### src/rtl/pipeline_hazard_ctrl.sv
// Stall/flush sequencer for the 5-stage pipeline: load-use interlock, EX redirect squash,
// MDU freeze with watchdog, plus saturating stall/flush performance counters.
module pipeline_hazard_ctrl #(
  parameter int unsigned CNT_W       = 32,
  parameter int unsigned MDU_TIMEOUT = 64
) (
  input  logic             clk,
  input  logic             rst,
  input  logic [4:0]       id_rs1,
  input  logic [4:0]       id_rs2,
  input  logic             id_uses_rs1,
  input  logic             id_uses_rs2,
  input  logic [4:0]       ex_rd,
  input  logic             ex_wb_load,
  input  logic             ex_redirect,
  input  logic             ex_mdu_start,
  input  logic             mdu_done,
  output logic             pc_stall,
  output logic             if_id_stall,
  output logic             if_id_flush,
  output logic             id_ex_flush,
  output logic             ex_hold,
  output logic             mem_bubble,
  output logic             busy,
  output logic             mdu_timeout,
  output logic [CNT_W-1:0] stall_count,
  output logic [CNT_W-1:0] flush_count
);

  localparam int unsigned WaitW = (MDU_TIMEOUT > 2) ? $clog2(MDU_TIMEOUT) : 1;
  localparam logic [WaitW-1:0] WaitLast = WaitW'(MDU_TIMEOUT - 1);

  typedef enum logic [0:0] {StRun, StMdu} state_e;

  state_e           state_q, state_d;
  logic [WaitW-1:0] wait_cnt_q, wait_cnt_d;
  logic             timeout_q, timeout_d;
  logic [CNT_W-1:0] stall_count_q, stall_count_d;
  logic [CNT_W-1:0] flush_count_q, flush_count_d;

  logic lu_hz;
  logic release_mdu;
  logic pc_stall_raw, if_id_stall_raw, if_id_flush_raw;
  logic id_ex_flush_raw, ex_hold_raw, mem_bubble_raw;

  assign lu_hz = ex_wb_load && (ex_rd != 5'd0) &&
                 ((id_uses_rs1 && (id_rs1 == ex_rd)) || (id_uses_rs2 && (id_rs2 == ex_rd)));

  assign release_mdu = mdu_done || (wait_cnt_q == WaitLast);

  always_comb begin
    state_d         = state_q;
    wait_cnt_d      = wait_cnt_q;
    timeout_d       = timeout_q;
    pc_stall_raw    = 1'b0;
    if_id_stall_raw = 1'b0;
    if_id_flush_raw = 1'b0;
    id_ex_flush_raw = 1'b0;
    ex_hold_raw     = 1'b0;
    mem_bubble_raw  = 1'b0;
    unique case (state_q)
      StRun: begin
        if (ex_redirect) begin
          if_id_flush_raw = 1'b1;
          id_ex_flush_raw = 1'b1;
        end else if (ex_mdu_start && !mdu_done) begin
          pc_stall_raw    = 1'b1;
          if_id_stall_raw = 1'b1;
          ex_hold_raw     = 1'b1;
          mem_bubble_raw  = 1'b1;
          state_d         = StMdu;
          wait_cnt_d      = '0;
        end else if (ex_mdu_start) begin
          // Single-cycle MDU result: instruction flows through untouched.
        end else if (lu_hz) begin
          pc_stall_raw    = 1'b1;
          if_id_stall_raw = 1'b1;
          id_ex_flush_raw = 1'b1;
        end
      end
      StMdu: begin
        // EX is frozen, so redirects and load-use hazards cannot be acted on here.
        wait_cnt_d = wait_cnt_q + WaitW'(1);
        if (release_mdu) begin
          state_d = StRun;
          if (!mdu_done) timeout_d = 1'b1;
        end else begin
          pc_stall_raw    = 1'b1;
          if_id_stall_raw = 1'b1;
          ex_hold_raw     = 1'b1;
          mem_bubble_raw  = 1'b1;
        end
      end
      default: state_d = StRun;
    endcase
  end

  // Gate combinational controls so nothing leaks out while reset is held.
  always_comb begin
    pc_stall    = pc_stall_raw    && !rst;
    if_id_stall = if_id_stall_raw && !rst;
    if_id_flush = if_id_flush_raw && !rst;
    id_ex_flush = id_ex_flush_raw && !rst;
    ex_hold     = ex_hold_raw     && !rst;
    mem_bubble  = mem_bubble_raw  && !rst;
    busy        = (state_q == StMdu) && !rst;
    mdu_timeout = timeout_q;
    stall_count = stall_count_q;
    flush_count = flush_count_q;
  end

  always_comb begin
    stall_count_d = stall_count_q;
    flush_count_d = flush_count_q;
    if (pc_stall && (stall_count_q != '1)) stall_count_d = stall_count_q + CNT_W'(1);
    if (if_id_flush && (flush_count_q != '1)) flush_count_d = flush_count_q + CNT_W'(1);
  end

  always_ff @(posedge clk or posedge rst) begin
    if (rst) begin
      state_q       <= StRun;
      wait_cnt_q    <= '0;
      timeout_q     <= 1'b0;
      stall_count_q <= '0;
      flush_count_q <= '0;
    end else begin
      state_q       <= state_d;
      wait_cnt_q    <= wait_cnt_d;
      timeout_q     <= timeout_d;
      stall_count_q <= stall_count_d;
      flush_count_q <= flush_count_d;
    end
  end

endmodule

### config.mk
export PLATFORM = sky130hd
export DESIGN_NAME = pipeline_hazard_ctrl
export DESIGN_NICKNAME = d
export VERILOG_FILES = /design/src/rtl/pipeline_hazard_ctrl.sv
export SDC_FILE = /design/constraint.sdc
export NUM_CORES = 1
export LEC_CHECK = 0
export CAP_MARGIN = 30
export CORE_MARGIN = 1
export CORE_UTILIZATION = 40
export DETAILED_ROUTE_END_ITERATION = 7
export GPL_TIMING_DRIVEN = 1
export PLACE_DENSITY = 0.7
export SETUP_SLACK_MARGIN = 0.05
export SYNTH_ARGS = -nofsm -noshare
export SYNTH_HDL_FRONTEND = slang
export SYNTH_SLANG_ARGS = --single-unit
### constraint.sdc
create_clock -name clk -period 2.8 [get_ports clk]
set_clock_uncertainty 0.1 [all_clocks]
set_input_delay 0.7 -clock clk [delete_from_list [all_inputs] [get_ports clk]]
set_output_delay 0.7 -clock clk [all_outputs]
set_load 0.01 [all_outputs]
# Word level (Yosys, flattened, before mapping)
# Index checks and enable logic that the tools add are counted.
totals:
  input_bits: 23
  register_bits: 72
classes:
  n_bitwise: 2
  eq_ne: 7
  n_mux: 17
  n_reduce_logical: 19
  add_sub_neg: 3
op_table:
  columns: ["operator", "count"]
  rows:
  - ["$add 32x1->32 const B", 2]
  - ["$ne 32x32->1 const B", 2]
  - ["$logic_and 1x1->1", 12]
  - ["$mux 1", 12]
  - ["$mux 6", 2]
  - ["$pmux 6 s2", 1]
  - ["$eq 5x5->1", 2]
  - ["$add 6x1->6 const B", 1]
  - ["$eq 6x6->1 const B", 1]
  - ["$reduce_bool 5->1", 1]
  - ["$ne 2x2->1 const B", 2]
  - ["$pmux 1 s2", 2]
  - ["$reduce_and 3->1", 1]
  - ["$logic_not 1->1", 2]
  - ["$logic_or 1x1->1", 2]
  - ["$not 1->1", 2]
  - ["$reduce_and 2->1", 1]

# Depth between registers and ports, before layout
depth:
  depth_word: 11
  depth_mapped: 8
  depth_no_buf: 7

# Worst setup path before layout
# OpenSTA, ideal clock, no wires.
synth_timing:
  kind: "input-to-output"
  start: "input port ex_rd[1]"
  end: "output port pc_stall"
  n_path_buf: 2
  stages: 5
  t_arrival_ps: 2102
  setup_slack_ps: -102
  cell_sequence: "or4_1 > o211a_1 > a31o_2 > clkbuf_1 > buf_4"
synth_via:
  elab_chain_cells: 10
  word_cells_on_any_way: 14
  classes_between: "eq/ne: 2; mux: 5; reduce/logical: 7"
synth_lines:
  columns: ["element", "line", "source"]
  rows:
  - ["from (decl)", "13", "input logic [4:0] ex_rd,"]
  - ["$eq 5x5->1", "47", "((id_uses_rs1 && (id_rs1 == ex_rd)) || (id_uses_rs2 && (id_rs2 == ex_rd)));"]
  - ["$logic_and 1x1->1", "47", null]
  - ["$logic_or 1x1->1", "47", null]
  - ["$logic_and 1x1->1 (*)", "46", "assign lu_hz = ex_wb_load && (ex_rd != 5'd0) &&"]
  - ["$mux 1 (*) (4 in a row)", null, null]
  - ["$pmux 1 s2 (*)", null, null]
  - ["$logic_and 1x1->1 (*)", null, null]
  - ["to (decl)", "18", "output logic pc_stall,"]
# Every way passes the cells marked *; elsewhere a longest branch is shown, timed or not.

# Worst setup path in the final report
layout_timing:
  start: "input port ex_rd[2]"
  end: "output port if_id_stall"
layout_via:
  elab_chain_cells: 10
  word_cells_on_any_way: 14
  classes_between: "eq/ne: 2; mux: 5; reduce/logical: 7"
layout_lines:
  columns: ["element", "line", "source"]
  rows:
  - ["$eq 5x5->1", "47", null]
  - ["$logic_and 1x1->1", "47", null]
  - ["$logic_or 1x1->1", "47", null]
  - ["$logic_and 1x1->1 (*)", "46", null]
  - ["$mux 1 (*)", "75", "end else if (lu_hz) begin"]
  - ["$mux 1 (*)", "73", "end else if (ex_mdu_start) begin"]
  - ["$mux 1 (*)", "66", "end else if (ex_mdu_start && !mdu_done) begin"]
  - ["$mux 1 (*)", "63", "if (ex_redirect) begin"]
  - ["$pmux 1 s2 (*)", "61", "unique case (state_q)"]
  - ["$logic_and 1x1->1 (*)", "101", "if_id_stall = if_id_stall_raw && !rst;"]
  - ["to (decl)", "19", "output logic if_id_stall,"]
# Marks and branches as above.

==> impl_metrics.prom <==
# TYPE chip_impl_metric gauge
chip_impl_info{name="status",value="complete, no violations"} 1
chip_impl_metric{name="reg2reg_setup_slack",unit="ns"} 0.34
chip_impl_info{name="combinational_family_with_the_most_area_after_synthesis",value="simple AND/OR/NAND/NOR gates"} 1
chip_impl_metric{name="total_power",unit="mW"} 2.45
chip_impl_info{name="critical_path_class",value="primary input to primary output"} 1
chip_impl_metric{name="yosysSeqAreaShare",unit="%"} 49.8
chip_impl_info{name="tritoncts",value="yes"} 1
chip_impl_metric{name="postPlaceCellArea",unit="um^2"} 4900
chip_impl_metric{name="place.detailed.hpwl",unit="um"} 6530
chip_impl_metric{name="power_density",unit="nW/um^2"} 468
chip_impl_metric{name="max-vdd-ir-drop",unit="V"} 0.000308
chip_impl_metric{name="route.detailed.drc",unit=""} 0
chip_impl_info{name="rsz0062_at_grt",value="yes"} 1
chip_impl_metric{name="synth_top_cell_area_share",unit="%"} 49.8
chip_impl_metric{name="number_of_register_bits_inferred_by_synthesis",unit=""} 72
chip_impl_info{name="synth_flop_cell",value="dfrtp_1"} 1
chip_impl_metric{name="tightest_pin_transition",unit="ns"} 0.604
chip_impl_metric{name="synth.lib_cells_used.distinct",unit=""} 45
chip_impl_metric{name="initial_core_util",unit="%"} 41.3
chip_impl_metric{name="routed_wl",unit="um"} 8950
chip_impl_metric{name="post_synthesis_net_count",unit=""} 373
chip_impl_metric{name="initialDrtViolationCount",unit=""} 77
chip_impl_info{name="endpoint_kind",value="primary output"} 1
chip_impl_info{name="timing.rr.end",value="stall_count[16]"} 1
chip_impl_info{name="worst_path_most_repeated_cell",value="buf_6"} 1
chip_impl_info{name="hold_path_class",value="flip-flop to flip-flop"} 1
chip_impl_metric{name="die_area",unit="um^2"} 9440
chip_impl_info{name="cp-start-kind",value="primary input"} 1
chip_impl_metric{name="antenna_cells",unit=""} 0
chip_impl_metric{name="post_synth_arst_share",unit="%"} 100
chip_impl_metric{name="setup_ws",unit="ns"} 0.0542
chip_impl_metric{name="grt_first_pass_wirelength",unit="um"} 15400
chip_impl_metric{name="first_global_vias",unit=""} 3198
chip_impl_metric{name="ctsHoldBuffers",unit=""} 0
chip_impl_info{name="clock-root-buffer",value="clkbuf_8"} 1
chip_impl_metric{name="adder_cell_fraction_of_synth_area",unit="%"} 1.04
chip_impl_metric{name="routed_wire_length_per_instance",unit="um"} 15.0
chip_impl_metric{name="max-clock-path-buffers",unit=""} 2
chip_impl_metric{name="vias_per_cell",unit=""} 5.28
chip_impl_metric{name="final_layout_size_suffix_gt1_share",unit="%"} 18.2
chip_impl_metric{name="hold_path_depth",unit=""} 2
chip_impl_metric{name="clock_insertion_delay_worst_skew",unit="ns"} 0.35
chip_impl_info{name="timing.hold.worst.start",value="mdu_timeout"} 1
chip_impl_info{name="netlist_top_cells_area",value="dfrtp_1, xnor2_1, xor2_1, nand3_1, nor3_1"} 1
chip_impl_metric{name="cts_made_buffers",unit=""} 9
chip_impl_metric{name="critical_path.max_fanout",unit=""} 3
chip_impl_info{name="worstPathCellList",value="buf_6, or4_4, o211a_4, a31o_4, buf_6"} 1
chip_impl_metric{name="top_level_ports",unit=""} 95
chip_impl_metric{name="post_synth_inst_count",unit=""} 347
chip_impl_metric{name="synth.area.mux_share",unit="%"} 1.24
chip_impl_metric{name="areaGrowthSynthToFinish",unit="%"} 44.2
chip_impl_metric{name="firstDrtPassIters",unit=""} 4
chip_impl_metric{name="tritoncts_num_sinks",unit=""} 72
chip_impl_metric{name="grt_overflow_total",unit=""} 0
chip_impl_metric{name="clock_transition_at_the_registers_of_the_reported_paths",unit="ns"} 0.07
chip_impl_metric{name="yosys.area_share.xor_xnor",unit="%"} 17.4
chip_impl_metric{name="worst_hold_slack",unit="ns"} 0.391
chip_impl_metric{name="timing.critical_path.required",unit="ns"} 2.00
chip_impl_metric{name="globalplace.congestion",unit=""} 0.854
chip_impl_metric{name="floorplan.rows",unit=""} 34
chip_impl_metric{name="synth_enable_flop_cells",unit=""} 0
chip_impl_metric{name="simple_gate_area_share_of_the_yosys_netlist",unit="%"} 24.8
chip_impl_metric{name="fmaxAchievable",unit="GHz"} 0.364
chip_impl_metric{name="report.final.hold_viol_count",unit=""} 0
chip_impl_metric{name="placement.setup.worst_slack",unit="ns"} -0.769
chip_impl_metric{name="grt.total_usage",unit="%"} 20.1
chip_impl_metric{name="floorplan.die.width",unit="um"} 97.1
chip_impl_metric{name="num-nets-final",unit=""} 510
chip_impl_metric{name="number_of_maximum_capacitance_violations",unit=""} 0
chip_impl_metric{name="placed_cells_incl_taps",unit=""} 571
chip_impl_metric{name="final.period_utilization",unit="%"} 98.1
chip_impl_metric{name="grt_start_max_net_pins",unit=""} 60
chip_impl_metric{name="timing.max_slew.rel_slack",unit="%"} 59.4
chip_impl_info{name="most-common-layout-cells",value="dfrtp_1, clkdlybuf4s50_1, xor2_1, buf_4, xnor2_1"} 1
chip_impl_info{name="sink_of_the_worst_hold_path",value="mdu_timeout"} 1
chip_impl_metric{name="crit_arrival",unit="ns"} 1.95
chip_impl_metric{name="design_area",unit="um^2"} 5220
chip_impl_metric{name="max_stage_delay",unit="ns"} 0.53
chip_impl_metric{name="core_region_area",unit="um^2"} 8760
chip_impl_metric{name="synth_area_per_cell",unit="um^2"} 10.4
chip_impl_metric{name="fp.dieH",unit="um"} 97.1
chip_impl_metric{name="rr_worst_depth",unit=""} 12
chip_impl_metric{name="finalSetupViolCount",unit=""} 0
chip_impl_metric{name="initial_antenna_violation_count",unit=""} 0
chip_impl_metric{name="synth.yosys.warnings",unit=""} 0
chip_impl_metric{name="final-max-slew-violation-count",unit=""} 0
chip_impl_metric{name="synth_compound_gate_area_share",unit="%"} 3.80
chip_impl_metric{name="synth.cell_area",unit="um^2"} 3620
chip_impl_metric{name="min_period",unit="ns"} 2.75
chip_impl_info{name="slowest_stage",value="or4_4"} 1
chip_impl_metric{name="route.antenna.remaining_nets",unit=""} 0
chip_impl_metric{name="ctsHtreeMaxLevel",unit=""} 3
chip_impl_info{name="yosysTopAreaCell",value="dfrtp_1"} 1
chip_impl_metric{name="stdcell_count",unit=""} 597
chip_impl_info{name="worst_r2r_startpoint",value="wait_cnt_q[0]"} 1
chip_impl_metric{name="buffer_ports.inserted",unit=""} 94
chip_impl_info{name="layout_commonest_cell",value="dfrtp_1"} 1
chip_impl_metric{name="static-leakage-power",unit="nW"} 2.41
chip_impl_metric{name="vias_after_detailed_routing",unit=""} 3155
stage by stage:
stage	utilization, %	TNS (ns)
floorplan	-	0
global placement	56.0	-6.21
detailed placement	56.0	-10.14
CTS	58.9	0
global route	59.6	0
finish	59.6	0
metal layers:
metal | vias up | global-route usage [%] | wire (um)
li1 | 1503 | - | -
met1 | 1531 | 25.5 | 3950
met2 | 106 | 32.3 | 4340
met3 | 15 | 5.47 | 499
met4 | 0 | 8.27 | 168
met5 | - | 0 | 0
worst max-delay path by stage:
stage | startpoint | endpoint | slack [ns] | depth (start not counted)
2_1_floorplan | ex_rd[1] | pc_stall | 0.07 | 5
3_3_place_gp | ex_rd[1] | pc_stall | -0.65 | 5
3_5_place_dp | ex_rd[2] | id_ex_flush | -0.77 | 8
4_1_cts | ex_rd[2] | if_id_stall | 0.02 | 5
5_1_grt | wait_cnt_q[0] | pc_stall | 0.03 | 8
6_report | ex_rd[2] | if_id_stall | 0.05 | 5
cell families (layout without fill, tap and decap cells):
kind of cell,count (synthesis),in the layout
xor gates and xnor gates,72,72
AOI/OAI and AO/OA,18,18
buffers and inverters,16,158
adders and majority gates,3,3
muxes,4,4
and+or+nand+nor,162,162
DFF,72,72
registers in the layout, summed over array words and instances (netlist names):
name         cells
flush_count     32
state_q          1
mdu_timeout      1
stall_count     32
wait_cnt_q       6
Yosys cell counts, types with 3 or more instances:
| library cell | number |
|---|---|
| dfrtp_1 | 72 |
| xnor2_1 | 36 |
| xor2_1 | 36 |
| nand2_1 | 27 |
| nand3_1 | 27 |
| nor3_1 | 25 |
| nor2_1 | 20 |
| nand4_1 | 18 |
| inv_1 | 10 |
| and4_1 | 9 |
| and3_1 | 8 |
| nor4_1 | 6 |
| nor2b_1 | 4 |
| a22o_1 | 3 |
| and2_1 | 3 |
| ha_1 | 3 |
| mux2_2 | 3 |
| o21ai_0 | 3 |
critical path: cells and delay by family:
family | cells | cell delay, ns
AO/OA/AOI/OAI | 2 | 0.50
buffers and inverters | 2 | 0.21
AND/OR/NAND/NOR | 1 | 0.53
cell type report:
cell class / count / area [um^2]
clock buffer: 11 / 141
clock inverter: 5 / 56.3
fill: 730 / 3540
inverter: 10 / 37.5
multi-input combinational: 259 / 1830
sequential: 72 / 1800
tap: 108 / 135
timing repair buffer: 132 / 1220
what timing repair did:
item                       4_1_cts  5_1_grt
setup endpoints to repair        9        5
setup buffers                    6        4
pin swaps                       14       11
gates resized for setup         61       14
cloned                           0        0
where the power goes:
group          internal, mW  switching [mW]  leakage, nW
sequential             1.10          0.0999        0.964
clock                 0.435           0.395       0.0993
combinational         0.237           0.176         1.35
Power figures use the tool's default switching activity.
==> variant: new RTL, config.mk and constraints unchanged <==
Put a register stage on the output `flush_count`, cleared by the reset. The value now appears one clock later. The other outputs are not delayed to match.
--- a/src/rtl/pipeline_hazard_ctrl.sv
+++ b/src/rtl/pipeline_hazard_ctrl.sv
@@ -32,4 +32,6 @@
 
   typedef enum logic [0:0] {StRun, StMdu} state_e;
+
+  logic [CNT_W-1:0] flush_count_c;
 
   state_e           state_q, state_d;
@@ -107,5 +109,5 @@
     mdu_timeout = timeout_q;
     stall_count = stall_count_q;
-    flush_count = flush_count_q;
+    flush_count_c = flush_count_q;
   end
 
@@ -133,4 +135,12 @@
   end
 
+  always_ff @(posedge clk or posedge rst) begin
+    if (rst) begin
+      flush_count <= '0;
+    end else begin
+      flush_count <= flush_count_c;
+    end
+  end
+
 endmodule
 
Behaviour: not the same (a bounded check fails within 4 cycles, from zero or initial values and one cycle with rst high).
==> variant against the original RTL <==
  * Count of clock-buffer cells in the layout shrank 1
  * Total power is 35% higher
  * Utilization decreased by 3.9 points
  * Area after synthesis increased by 24%
  * Critical path depth increased by 3
  * Clock power grew 16%
  * Sequential cell count grew 32
  * Routed wire length is 8.4% higher
  * Sequential share of layout area up 8.4 points
  * Cell area up 16%
  * Setup slack improved by 0.0080 ns
  * Critical path type unchanged
  * Critical endpoint unchanged
  * Largest power group unchanged
==> variant: results (changes against the original RTL) <==
compound-cell area share of the yosys netlist: 2.141% (-1.7 points)
number of DRC markers in iteration 0: 111 (+44%)
area taken by multi-input logic gates: 1883 um2 (+2.9%)
unique cell type count in the Yosys netlist: 44 (-2.2%)
H-tree lvl count: 3 (unchanged)
ratio of cells with drive above 1 in the final layout: 16.05% (-2.1 points)
share of flip-flops with an asynchronous set or reset: 100.0% (unchanged)
number of standard cells in the layout, taps in and fillers out: 657 (+10%)
fraction of synthesized cell area in xor and xnor cells: 14.40% (-3.0 points)
static leakage: 0.002743 uW (+14%)
insertion delay to the later sink of the worst-skew pair: 0.37 ns (+0.02 ns)
global-route wire length before repair: 16.44 mm (+7.0%)
vias in the first global route: 3,436 (+7.4%)
dominant register cell in the synthesized netlist: sky130_fd_sc_hd__dfrtp_1
Power Internal: 2370 uW (+33%)
mean post-synth cell area: 11.60 um2 (+11%)
placement-stage worst setup slack: -0.7051 ns (+0.06364 ns)
Worst EP required: 2.00 ns (about the same)
largest vdd supply drop: 0.3925 mV (+27%)
peak per-stage delay on the critical path: 0.54 ns
Global Route Usage Sum: 17.89% (-2.2 points)
largest cells by area after synthesis: sky130_fd_sc_hd__dfrtp_1, sky130_fd_sc_hd__xor2_1, sky130_fd_sc_hd__xnor2_1
routing usage on met3: 2.471% (-3.0 points)
Syn. warnings: 0 (unchanged)
outcome: finished, final reports clean
sequential cell power: 1770 uW (+48%)
Post-layout nets: 538 (+5.5%)
number of fillers in the final layout: 985 (+35%)
GR Util met2: 28.84% (-3.5 points)
maximum fanout count along the critical path: 2 (-1)
post-synthesis net count: 414 (+11%)
largest net degree at the start of global routing: 65 (+8.3%)
ranking of synthesized cells by instance count: sky130_fd_sc_hd__dfrtp_1, sky130_fd_sc_hd__xor2_1, sky130_fd_sc_hd__xnor2_1
met1 layer usage reported by global route: 23.92% (-1.6 points)
post-CTS clock slew at the launch and capture registers of the worst setup and hold paths: 0.10 ns (+0.03 ns)
power density relative to cell area: 544.1 nW/um2 (+16%)
total combinational power: 568 uW (+38%)
part of the Yosys area used for sequential elements: 57.84% (+8.1 points)
CTS max path bufs: 2 (unchanged)
adder and majority gate portion of the synthesized area: 0.8343% (-0.20 points)
total cell area at the placement stage: 5788 um2 (+18%)
transition time at the pin with the least slew margin: 0.5486 ns (-0.05526 ns)
post-DR wirelength/cell: 14.77 um (-1.5%)
share of cell area taken by muxes after synthesis: 0.9733% (-0.27 points)
estimated wirelength of the detail-placed design: 7.010 mm (+7.3%)
via density per instance: 5.111 (-3.3%)
final RePlAce weighted congestion: 0.7879 (-7.7%)
antenna diode count: 0 (unchanged)
Clock Root Buffer: sky130_fd_sc_hd__clkbuf_8
detailed-router iteration count before antenna repair: 4 (unchanged)
cell count after placement: 637 (+12%)
## variant: changes by cell type after synthesis, moves of 3 or more
cell                       change
sky130_fd_sc_hd__nor2_1        +4
sky130_fd_sc_hd__dfrtp_1      +32
sky130_fd_sc_hd__nor4_1        +6
sky130_fd_sc_hd__clkbuf_1      +3
sky130_fd_sc_hd__nor2b_1       -3
sky130_fd_sc_hd__or3_1         +3
sky130_fd_sc_hd__and4_1        -5
sky130_fd_sc_hd__nor3_1        -8
sky130_fd_sc_hd__inv_1         -3
sky130_fd_sc_hd__nand4_1       +3
sky130_fd_sc_hd__xor2_1        +3
sky130_fd_sc_hd__or4_1         +3
## variant: metal layers
metal,vias to the layer above,share of wire [%]
met5,-,0
met4,0,2.3
met3,19,2.8
met2,67,49
met1,1667,46
li1,1605,-
## variant: metrics by stage
step	total power, uW	hold WS [ns]
finish	3299	0.2913
global route	3472	0.2987
CTS	3328	0.2957
detailed placement	2362	0.2609
global placement	2344	0.2722
floorplan	2029	0.2537
## variant: path summary, 6_finish.rpt
kind | startpoint | to | cells past startpoint | slack [ns]
setup / recovery | ex_rd[2] | if_id_stall | 8 | 0.06
hold / removal | flush_count_c[20] | flush_count[20] | 0 | 0.29
setup reg to reg | stall_count[3] | stall_count[31] | 6 | 0.38
hold reg to reg | flush_count_c[20] | flush_count[20] | 0 | 0.29
max in group asynchronous | rst | flush_count_c[24] | 4 | 1.65
min in group asynchronous | rst | mdu_timeout | 4 | 0.63
## variant: area by class of cell
class	instances	share of cell area [%]
Clock buffer	10	2.105
Clock inverter	6	1.280
Inverter	7	0.5366
Multi-Input combinational cell	266	31.06
Sequential cell	104	42.93
Tap cell	140	2.890
Timing Repair Buffer	124	19.20
## variant: repair_timing
action	CTS	global route
buffers inserted	3	1
resized for setup	64	15
endpoints found under the setup margin	10	4
pin swaps	14	9
